==> src/rtl/booth_mult_seq.sv <==
// booth_mult_seq: iterative Booth multiplier with valid/ready on both sides.
// Retires one Booth digit per clock over a (WIDTH+2)-bit datapath, so the
// same hardware serves signed and unsigned operands exactly.
// Build option: define BOOTH_SEQ_RADIX4_EN for radix-4 recoding (two multiplier
// bits per cycle, WIDTH must be even); leave it undefined for radix-2.
module booth_mult_seq #(
    parameter int WIDTH = 8
) (
    input  logic                 i_clk,
    input  logic                 i_reset,
    input  logic                 i_valid,
    output logic                 o_ready,
    input  logic [WIDTH-1:0]     i_m,
    input  logic [WIDTH-1:0]     i_q,
    input  logic                 i_signed,
    output logic                 o_valid,
    input  logic                 i_ready,
    output logic [2*WIDTH-1:0]   o_p
);

    // Two guard bits let an unsigned operand look like a positive signed one
    // and keep the accumulator from overflowing on the -2^(W-1) corner.
    localparam int E = WIDTH + 2;
`ifdef BOOTH_SEQ_RADIX4_EN
    localparam int ITER = E / 2;
`else
    localparam int ITER = E;
`endif
    // ITER is at least 2 for any legal WIDTH, so this is never zero.
    localparam int CW = $clog2(ITER);

    if (WIDTH < 2) begin : g_width_min
        $error("booth_mult_seq: WIDTH must be at least 2");
    end
`ifdef BOOTH_SEQ_RADIX4_EN
    if (WIDTH % 2 != 0) begin : g_width_even
        $error("booth_mult_seq: WIDTH must be even for radix-4 recoding");
    end
`endif

    typedef enum logic [1:0] {
        S_IDLE = 2'd0,
        S_CALC = 2'd1,
        S_DONE = 2'd2
    } state_t;

    state_t          state_q;
    state_t          state_d;
    logic [CW-1:0]   cnt_q;
    logic [E-1:0]    a_q;
    logic [E-1:0]    q_q;
    logic            qm1_q;
    logic [E-1:0]    m_q;
    logic            sgn_q;

    logic [E-1:0]    m_ext;
    logic [E-1:0]    q_ext;
    logic [E-1:0]    a_nxt;
    logic [E-1:0]    q_nxt;
    logic            qm1_nxt;
    logic [2*E-1:0]  aq_nxt;

    // Operand extension: sign or zero fill decided by the mode bit at accept.
    always_comb begin
        m_ext = i_signed ? {{2{i_m[WIDTH-1]}}, i_m} : {2'b00, i_m};
        q_ext = i_signed ? {{2{i_q[WIDTH-1]}}, i_q} : {2'b00, i_q};
    end

`ifdef BOOTH_SEQ_RADIX4_EN
    logic [E:0] a_x;
    logic [E:0] m_x;
    logic [E:0] sum4;

    // Radix-4 step: recode {Q[1:0], q_-1} into 0/+-M/+-2M, add on E+1 bits,
    // then shift the whole {A,Q,q_-1} register right arithmetically by two.
    always_comb begin
        a_x  = {a_q[E-1], a_q};
        m_x  = {m_q[E-1], m_q};
        sum4 = a_x;
        case ({q_q[1:0], qm1_q})
            3'b001, 3'b010: sum4 = a_x + m_x;
            3'b011:         sum4 = a_x + (m_x << 1);
            3'b100:         sum4 = a_x - (m_x << 1);
            3'b101, 3'b110: sum4 = a_x - m_x;
            default:        sum4 = a_x;
        endcase
        a_nxt   = {sum4[E], sum4[E:2]};
        q_nxt   = {sum4[1:0], q_q[E-1:2]};
        qm1_nxt = q_q[1];
        aq_nxt  = {a_nxt, q_nxt};
    end
`else
    logic [E-1:0] sum2;

    // Radix-2 step: add or subtract M per {Q[0], q_-1}, then shift the whole
    // {A,Q,q_-1} register right arithmetically by one.
    always_comb begin
        sum2 = a_q;
        case ({q_q[0], qm1_q})
            2'b01:   sum2 = a_q + m_q;
            2'b10:   sum2 = a_q - m_q;
            default: sum2 = a_q;
        endcase
        a_nxt   = {sum2[E-1], sum2[E-1:1]};
        q_nxt   = {sum2[0], q_q[E-1:1]};
        qm1_nxt = q_q[0];
        aq_nxt  = {a_nxt, q_nxt};
    end
`endif

    // State register.
    always_ff @(posedge i_clk) begin
        if (i_reset) state_q <= S_IDLE;
        else         state_q <= state_d;
    end

    // Next state and handshake outputs; DONE never hands straight to CALC.
    always_comb begin
        state_d = state_q;
        o_ready = 1'b0;
        o_valid = 1'b0;
        case (state_q)
            S_IDLE: begin
                o_ready = 1'b1;
                if (i_valid) state_d = S_CALC;
            end
            S_CALC: begin
                if (cnt_q == '0) state_d = S_DONE;
            end
            S_DONE: begin
                o_valid = 1'b1;
                if (i_ready) state_d = S_IDLE;
            end
            default: state_d = S_IDLE;
        endcase
    end

    // Datapath: load at accept, step during CALC, capture product on the last step.
    always_ff @(posedge i_clk) begin
        if (i_reset) begin
            cnt_q <= '0;
            a_q   <= '0;
            q_q   <= '0;
            qm1_q <= 1'b0;
            m_q   <= '0;
            sgn_q <= 1'b0;
            o_p   <= '0;
        end else begin
            case (state_q)
                S_IDLE: begin
                    if (i_valid) begin
                        m_q   <= m_ext;
                        q_q   <= q_ext;
                        a_q   <= '0;
                        qm1_q <= 1'b0;
                        sgn_q <= i_signed;
                        cnt_q <= CW'(ITER - 1);
                    end
                end
                S_CALC: begin
                    a_q   <= a_nxt;
                    q_q   <= q_nxt;
                    qm1_q <= qm1_nxt;
                    if (cnt_q == '0) o_p   <= aq_nxt[2*WIDTH-1:0];
                    else             cnt_q <= cnt_q - CW'(1);
                end
                default: ;
            endcase
        end
    end

endmodule

==> config.mk <==
export PLATFORM = sky130hd
export DESIGN_NAME = booth_mult_seq
export DESIGN_NICKNAME = d
export VERILOG_FILES = /design/src/rtl/booth_mult_seq.sv
export SDC_FILE = /design/constraint.sdc
export NUM_CORES = 1
export LEC_CHECK = 0
export ABC_AREA = 1
export ABC_CLOCK_PERIOD_IN_PS = 3000
export CAP_MARGIN = 20
export CORE_AREA = 2 2 86 88
export DETAILED_ROUTE_END_ITERATION = 6
export DIE_AREA = 0 0 88 90
export GPL_ROUTABILITY_DRIVEN = 0
export MAX_ROUTING_LAYER = met4
export SLEW_MARGIN = 10
export SYNTH_ARGS = -nofsm -noshare
export SYNTH_HDL_FRONTEND = slang
export SYNTH_SLANG_ARGS = --single-unit
export TNS_END_PERCENT = 1
==> constraint.sdc <==
create_clock -name i_clk -period 3 [get_ports i_clk]
set_input_delay 0.45 -clock i_clk [delete_from_list [all_inputs] [get_ports i_clk]]
set_output_delay 0.45 -clock i_clk [all_outputs]
set_load 0.1 [all_outputs]
After elaboration in Yosys (flattened, before gate mapping)
Cells that the tools add are included. W data, S select, Z words.

Add/subtract/negate cells: 3. Multiply operators: 0. Divide/modulo/power cells: 0. $lt $le $gt $ge: 0. Equal/unequal tests: 8. Shifts and indexed selects: 0. Multiplexer cells: 18. Bitwise logic cells: 0. Reduce and logical (&&, ||, !) cells: 8.

Operators with widths (number): $pmux W10 S2 (3); $mux W10 (4); $add A10 B10 Y10 (1); $sub A10 B10 Y10 (1); $mux W4 (2); $ne A2 B2 Y1 const B (4); $pmux W4 S2 (1); $mux W2 (3); $pmux W2 S3 (1); $reduce_and A2 Y1 (3); $reduce_and A3 Y1 (2); $eq A2 B1 Y1 const B (2); $eq A2 B2 Y1 const B (2); $logic_not A4 Y1 (1); $sub A4 B1 Y4 const B (1); $mux W1 (3); $logic_not A2 Y1 (1); $pmux W1 S2 (1); $reduce_bool A2 Y1 (1).

Bits in registers: 53. Latch bits: 0. RAM bits: 0. ROM bits: 0. Bits of input ports: 21. Memories: 0.

Longest topological paths before layout
Gate-level depths: netlist (run 1).

Depth after elaboration: 3. Gate-level depth with buffers: 19. Mapped depth without buffers: 19.

Worst setup path after synthesis (run 1)
OpenSTA, ideal clock, no wires.

Path type: register -> register. From: reg q_q[0]. To: reg o_p[14]. Library setup time: 115 ps. Data arrival time: 2072 ps. Required time: 2885 ps. Setup slack: 813 ps. Stages on the path, launching flop included: 17. Path buffers: 1. Clock period less this slack: 2187 ps. Path through: dfxtp_1 ha_1 clkbuf_1 inv_1 nand2_1 xor2_1 inv_1 ha_1 nand2_1 nor2_1 nand2_1 nand3_1 nand2_1 nand3_1 nand2_1 o21ai_0 inv_1.

Longest elaborated chain between the ends: 2.

Ends and longest elaborated chain: start: declaration (RTL line 51) `logic [E-1:0] q_q;`; start signal: assignment (RTL line 153) `q_q <= q_ext;`; start signal: assignment (RTL line 162) `q_q <= q_nxt;`; $eq A2 B2 Y1 or $eq A2 B1 Y1 (tied branches) (RTL line 99) `case ({q_q[0], qm1_q})`; $pmux W10 S2 * (RTL line 99); end signal: assignment (RTL line 164) `if (cnt_q == '0) o_p <= aq_nxt[2*WIDTH-1:0];`; end: declaration (RTL line 18) `output logic [2*WIDTH-1:0] o_p`.

Every way passes the cells marked *; elsewhere a longest branch is shown, timed or not. A chain may end at the register's enable or synchronous reset.

Final worst setup path (run 1)
From: reg q_q[0]. To: reg a_q[3].

Longest elaborated chain between the ends: 3.

Ends and longest elaborated chain: $eq A2 B2 Y1 or $eq A2 B1 Y1 (tied branches) (RTL line 99); $pmux W10 S2 * (RTL line 99); $pmux W10 S2 * (RTL line 149) `case (state_q)`; end signal: assignment (RTL line 161) `a_q <= a_nxt;`; end: declaration (RTL line 50) `logic [E-1:0] a_q;`.

Marked as above.

==> results.md, run 1 <==
- Initial antenna violation count: 0
- First-pass detailed-route iteration total: 5
- CP max FO: 10
- Async SR Flop Fraction: 0
- Antenna-violating nets left: 0
- Yosys top cell by area: dfxtp_1
- Worst Clk Skew: 0.00992 ns
- Clk buf depth: 2
- Reg area: 1020 um^2
- Largest cells by area after synthesis: dfxtp_1 (36%), nand2_1 (14%), inv_1 (6.8%)
- Max stage delay on crit path: 0.37 ns
- Final period utilization: 0.810
- Global-route wire length before repair: 11300 um
- P per Cell Area: 626 nW/um^2
- Mapped Avg Cell Area: 6.99 um^2
- Die ar.: 7920 um^2
- Critical path buffer and inverter count: 2
- Initial DRC count: 150
- Commonest cells after routing, fill and taps aside: nand2_1 (102), inv_1 (51), dfxtp_1 (51)
- Final number of setup-violating endpoints: 0
- EDFF count, synth: 0
- Core Region: 7020 um^2
- Synthesized net count: 439
- Layout Cells excl Fill: 538
- Post-CTS Setup Repair Bufs: 0
- Die width: 88 um
- Vias: 2628
- Worst path top cell family by delay: adder cells
- I/O Buffers: 38
- Most common cell on crit path: nand2_1
- All-layer global routing usage: 0.181
- Multi-input gate area: 1490 um^2
- Max VDD drop: 0.274 mV
- Worst Setup End Kind: flop
- Synthesis Warnings: 0
- Root Buffer: clkbuf_8
- H-tree levels: 2
- CTS tree: built
- Top cell type's share of synthesized area: 0.362
- Vias in the first global route: 2430
- TritonCTS Buffers: 5
- Clock Sinks: 51
- LEAKAGE: 1.47 nW
- Fmax: 412 MHz
- Critical path's slowest cell: dfxtp_1
- Main synth FF type: dfxtp_1
- Area delta synth->final: 17.3%
- CTS Hold Bufs: 0
- Final TNS setup: 0 ns
- Max-slew violations: 0
- Ant diodes: 0
- Post-Syn Area: 2820 um^2
- Crit path DAT: 2.68 ns
- Hold Vio Cnt, Final: 0
- Critical path data required time: 3.25 ns
- Via density: 4.88
- Die height: 90 um
- # rows: 31
- Flops & latches, synth: 51
- Hold WC Path Type: flop to flop
- RSZ-0062 raised after global routing: no
- Post-CTS resize count: 0
- Startpoint types: flop
- Detail Placement HPWL: 4930 um
- Max_slew headroom: 0.620
- Most common cell after layout, fill and taps aside: nand2_1
- Status: completed
- Max-cap violations: 0
- Tmin final: 2.43 ns
- Final net count: 473
- Slew @ Worst Pin: 0.569 ns
- Remaining DRCs: 0
- Largest net degree at the start of global routing: 31
- DR WL/cell: 12.4 um
- Later-pin clock latency in the skew report: 0.32 ns
- Unique masters post-synth: 35
- Layout cells sized above 1: 0.107
- Total gr overflow: 0
- Sequential share of the synthesized area: 0.362
- Initial Util: 0.402
- Crit-path cells: ha_1 > inv_1 > nand2_1 > xor2_1 > inv_1 > ha_1 > nand2_1 > nand2_1 > o21bai_1 > nand2_1 > nand2_1 > o21ai_0 > nand2_1 > a21oi_1
- Placed Cells: 530
- FILL cells: 719
- CTS clk-pin slew, worst paths: 0.11 ns
- Total wire length: 6700 um
- IO Pins: 39
- Post-Synthesis Cells: 404
- Kind of critical path: flop to flop
worst min-delay path: stages, from the launching register on:
cell,delay (ns)
dfxtp_1,0.33
nand2_1,0.06
a21oi_1,0.05
cell usage after synthesis, types with 2 or more instances:
library cell  number
buf_6              4
nand2_1          102
ha_1              13
nand4_1            2
inv_2              4
a211oi_2           6
buf_2              5
xor2_1             7
inv_1             51
clkbuf_1           5
dfxtp_1           51
a21oi_1           36
nand3_1           13
o21bai_1           2
nor2_1            37
o21ai_0           31
nor2_4             2
nor2_2             2
nor3_1             2
a22oi_1            2
a31oi_1           13
cells by family after synthesis:
kind of cell,Yosys count,share of synthesized area
AOI/OAI and AO/OA,96,0.201
adders and majority gates,14,0.0647
DFF,51,0.362
and+or+nand+nor,165,0.242
xor gates and xnor gates,7,0.0217
buffers and inverters,71,0.109
final cells by class:
class                      count  area share
multi-input combinational    282       0.451
sequential                    51       0.308
timing repair buffer          42       0.110
inverter                      56      0.0642
tap                           99      0.0374
clock buffer                   5      0.0208
clock inverter                 3     0.00831
per-layer routing:
metal	GRT usage	vias up	routed length [um]
li1	-	1376	-
met1	0.239	1207	3150
met2	0.289	40	3270
met3	0.0275	5	194
met4	0.0462	0	74
met5	-	-	0
stage by stage:
step / area [um^2] / total power (W) / util / hold slack [ns] / worst slack, ns
after floorplan: 2820 / 0.00147 / - / 0.439 / 0.813
after global placement: 3220 / 0.00164 / 0.458 / 0.449 / 0.620
after detailed placement: 3220 / 0.00165 / 0.458 / 0.454 / 0.605
after CTS: 3310 / 0.00209 / 0.472 / 0.471 / 0.576
after global routing: 3310 / 0.00222 / 0.472 / 0.498 / 0.281
final: 3310 / 0.00207 / 0.472 / 0.467 / 0.571
sequential cells by signal (all words and copies together) (netlist names):
register  count
m_q           9
a_q           9
cnt_q         4
state_q       2
o_p          16
q_q          10
qm1_q         1
worst paths after layout:
kind / cells past startpoint / endpoint / slack (ns) / start
hold reg to reg: 2 / o_p[8]$_SDFFE_PP0P_ / 0.47 / o_p[8]$_SDFFE_PP0P_
setup / recovery: 14 / a_q[3]$_SDFFE_PP0P_ / 0.57 / q_q[0]$_SDFFE_PP0P_
hold / removal: 2 / o_p[8]$_SDFFE_PP0P_ / 0.47 / o_p[8]$_SDFFE_PP0P_
setup reg to reg: 14 / a_q[3]$_SDFFE_PP0P_ / 0.57 / q_q[0]$_SDFFE_PP0P_
power breakdown:
group | total [W] | internal [W] | switching, W | leakage (nW)
logic | 0.000847 | 0.000268 | 0.000580 | 1.00
clock network | 0.000434 | 0.000173 | 0.000261 | 0.0467
registers | 0.000793 | 0.000744 | 0.0000486 | 0.418
total | 0.00207 | 0.00118 | 0.000889 | 1.47
Note: power is estimated with default switching activity, not from simulation.
==> inputs of run 2 (changes only) <==
--- a/config.mk
+++ b/config.mk
@@ -6,7 +6,7 @@
 export NUM_CORES = 1
 export LEC_CHECK = 0
 export ABC_AREA = 1
-export ABC_CLOCK_PERIOD_IN_PS = 3000
+export ABC_CLOCK_PERIOD_IN_PS = 2400
 export CAP_MARGIN = 20
 export CORE_AREA = 2 2 86 88
 export DETAILED_ROUTE_END_ITERATION = 6
==> constraint.sdc (replaced) <==
create_clock -name i_clk -period 2.4 [get_ports i_clk]
set_input_delay 0.36 -clock i_clk [delete_from_list [all_inputs] [get_ports i_clk]]
set_output_delay 0.36 -clock i_clk [all_outputs]
set_load 0.1 [all_outputs]
==> results.md, run 2 (synthesized netlist as in run 1, its figures left out) <==
- # rows: 31 (unchanged)
- Vias in the first global route: 2403 (-1.1%)
- DR WL/cell: 12.6 um (+1.4%)
- Final net count: 481 (+1.7%)
- Initial DRC count: 117 (-22%)
- Total wire length: 6890 um (+2.9%)
- Length of routed met3 wiring: 278 um (+43%)
- Final Util: 0.500 (+0.0280)
- Layout Cells excl Fill: 546 (+1.5%)
- Later-pin clock latency in the skew report: 0.31 ns (about the same)
- Slew @ Worst Pin: 0.602 ns (+0.0335 ns)
- Multi-input gate area: 1610 um^2 (+7.9%)
- Critical path's slowest cell: dfxtp_1
- Critical path buffer and inverter count: 5 (+3)
- DRT met1 WL: 3080 um (-2.3%)
- Ant diodes: 0 (unchanged)
- Root Buffer: clkbuf_8
- Commonest cells after routing, fill and taps aside: nand2_1 (98), inv_1 (50), dfxtp_1 (49)
- CTS Hold Bufs: 0 (unchanged)
- Core Region: 7020 um^2 (unchanged)
- Placed Cells: 534 (+0.75%)
- Max VDD drop: 0.375 mV (+37%)
- Max stage delay on crit path: 0.33 ns (-0.04 ns)
- DR WL met2: 3450 um (+5.2%)
- Final number of setup-violating endpoints: 0 (unchanged)
- P per Cell Area: 807 nW/um^2 (+29%)
- H-tree levels: 2 (unchanged)
- Worst setup margin: 0.136 ns (-0.435 ns)
- FILL cells: 712 (-0.97%)
- RSZ-0062 raised after global routing: yes
- I/O Buffers: 38 (unchanged)
- Global-route wire length before repair: 11100 um (-1.8%)
- Max_slew headroom: 0.598 (-0.0223)
- All-layer global routing usage: 0.179 (-0.00180)
- CTS clk-pin slew, worst paths: 0.10 ns (about the same)
- TritonCTS Buffers: 5 (unchanged)
- Max FFs per register: 16 (unchanged)
- DP Area: 3250 um^2 (+0.93%)
- LEAKAGE: 1.54 nW (+4.6%)
- Max-cap violations: 0 (unchanged)
- Hold WC Path Type: flop to flop
- Initial Util: 0.402 (unchanged)
- Area delta synth->final: 24.3%
- IO Pins: 39 (unchanged)
- Total gr overflow: 0 (unchanged)
- Clk buf depth: 2 (unchanged)
- Clock Sinks: 51 (unchanged)
- Detail Placement HPWL: 4980 um (+1.0%)
- Most common cell on crit path: inv_1
- CP max FO: 4 (-6)
- Vias: 2670 (+1.6%)
- Dpl ws: -0.00839 ns (-0.613 ns)
- Crit-path cells: inv_1 > ha_1 > inv_1 > nor2_2 > inv_1 > nor2_2 > nand2_1 > nand2_1 > xor2_1 > inv_1 > ha_4 > nand2_1 > a21oi_1 > nor2_1 > nand3_2 > inv_1 > nand3_1 > nand2_1 > a21oi_1
- Fmax: 442 MHz (+7.3%)
- CTS tree: built
- Initial antenna violation count: 0 (unchanged)
- Crit path DAT: 2.46 ns (-0.22 ns)
- Die width: 88 um (unchanged)
- Largest Register: o_p
- Largest net degree at the start of global routing: 31 (unchanged)
- Hold Vio Cnt, Final: 0 (unchanged)
- Top Registers: o_p (16), q_q (10)
- Status: completed
- Remaining DRCs: 0 (unchanged)
- Final period utilization: 0.943 (+0.134)
- Die ar.: 7920 um^2 (unchanged)
- First-pass detailed-route iteration total: 4 (-1)
- Max-slew violations: 0 (unchanged)
- Reg area: 1020 um^2 (+0.24%)
- Antenna-violating nets left: 0 (unchanged)
- Startpoint types: flop
- Worst Setup End Kind: flop
- Die height: 90 um (unchanged)
- Fin area: 3510 um^2 (+5.9%)
- Layout cells sized above 1: 0.177 (+0.0697)
- Worst path top cell family by delay: simple AND/OR/NAND/NOR gates
- Critical path data required time: 2.59 ns (-0.66 ns)
- Worst Clk Skew: 0.00598 ns (-0.00394 ns)
- Via density: 4.89 (+0.11%)
- Tmin final: 2.26 ns (-0.165 ns)
- Kind of critical path: flop to flop
- Uppermost layer routed: met4
- Most common cell after layout, fill and taps aside: nand2_1
==> run 2: changes by cell type in the layout (fill, tap and decap cells not counted), sizes merged <==
cell and delta:
bufinv +1, clkinv +2, buf +8, inv -2
clkinvlp -1
==> run 2: routing by layer <==
layer | global-route usage | up-vias
met5 | - | -
met4 | 0.0551 | 0
met3 | 0.0321 | 10
met2 | 0.287 | 52
met1 | 0.228 | 1218
li1 | - | 1390
==> run 2: cell type report <==
cell class                      instances  share of cell area
Clock buffer                            5              0.0196
Multi-Input combinational cell        282               0.459
Inverter                               56              0.0606
Clock inverter                          3              0.0125
Timing Repair Buffer                   50               0.121
Tap cell                               99              0.0353
Sequential cell                        51               0.292
==> run 2: report_power, final <==
| part | switching [W] | internal (W) | total [W] |
|---|---|---|---|
| combinational | 0.000793 | 0.000433 | 0.00123 |
| clock | 0.000300 | 0.000311 | 0.000611 |
| sequential | 0.0000631 | 0.000930 | 0.000993 |
| total | 0.00116 | 0.00167 | 0.00283 |
==> run 2: timing repair <==
item,4_1_cts,5_1_grt
resized for setup,2,30
buffers inserted,0,4
endpoints found under the setup margin,2,11
pin swaps,0,5
==> run 2: path summary, 6_finish.rpt <==
kind                                           from                   to  slack (ns)  cells after the start
worst min register to register  o_p[7]$_SDFFE_PP0P_  o_p[7]$_SDFFE_PP0P_        0.47                      2
worst max register to register  m_q[1]$_SDFFE_PP0P_  a_q[8]$_SDFFE_PP0P_        0.14                     19
worst min-delay path            o_p[7]$_SDFFE_PP0P_  o_p[7]$_SDFFE_PP0P_        0.47                      2
worst max-delay path            m_q[1]$_SDFFE_PP0P_  a_q[8]$_SDFFE_PP0P_        0.14                     19
==> run 2: metrics by stage <==
step / power [W] / TNS [ns] / hold WS [ns]
after global placement: 0.00207 / 0 / 0.449
final: 0.00283 / 0 / 0.466
after global routing: 0.00302 / -0.160 / 0.489
after CTS: 0.00272 / 0 / 0.470
after floorplan: 0.00184 / 0 / 0.439
after detailed placement: 0.00208 / -0.00839 / 0.454
==> run 2: worst min-delay path: cells and delay by family (launching register included) <==
| kind | cells | cell delay, ns |
|---|---|---|
| flops | 1 | 0.32 |
| simple gates | 1 | 0.06 |
| compound gates | 1 | 0.05 |
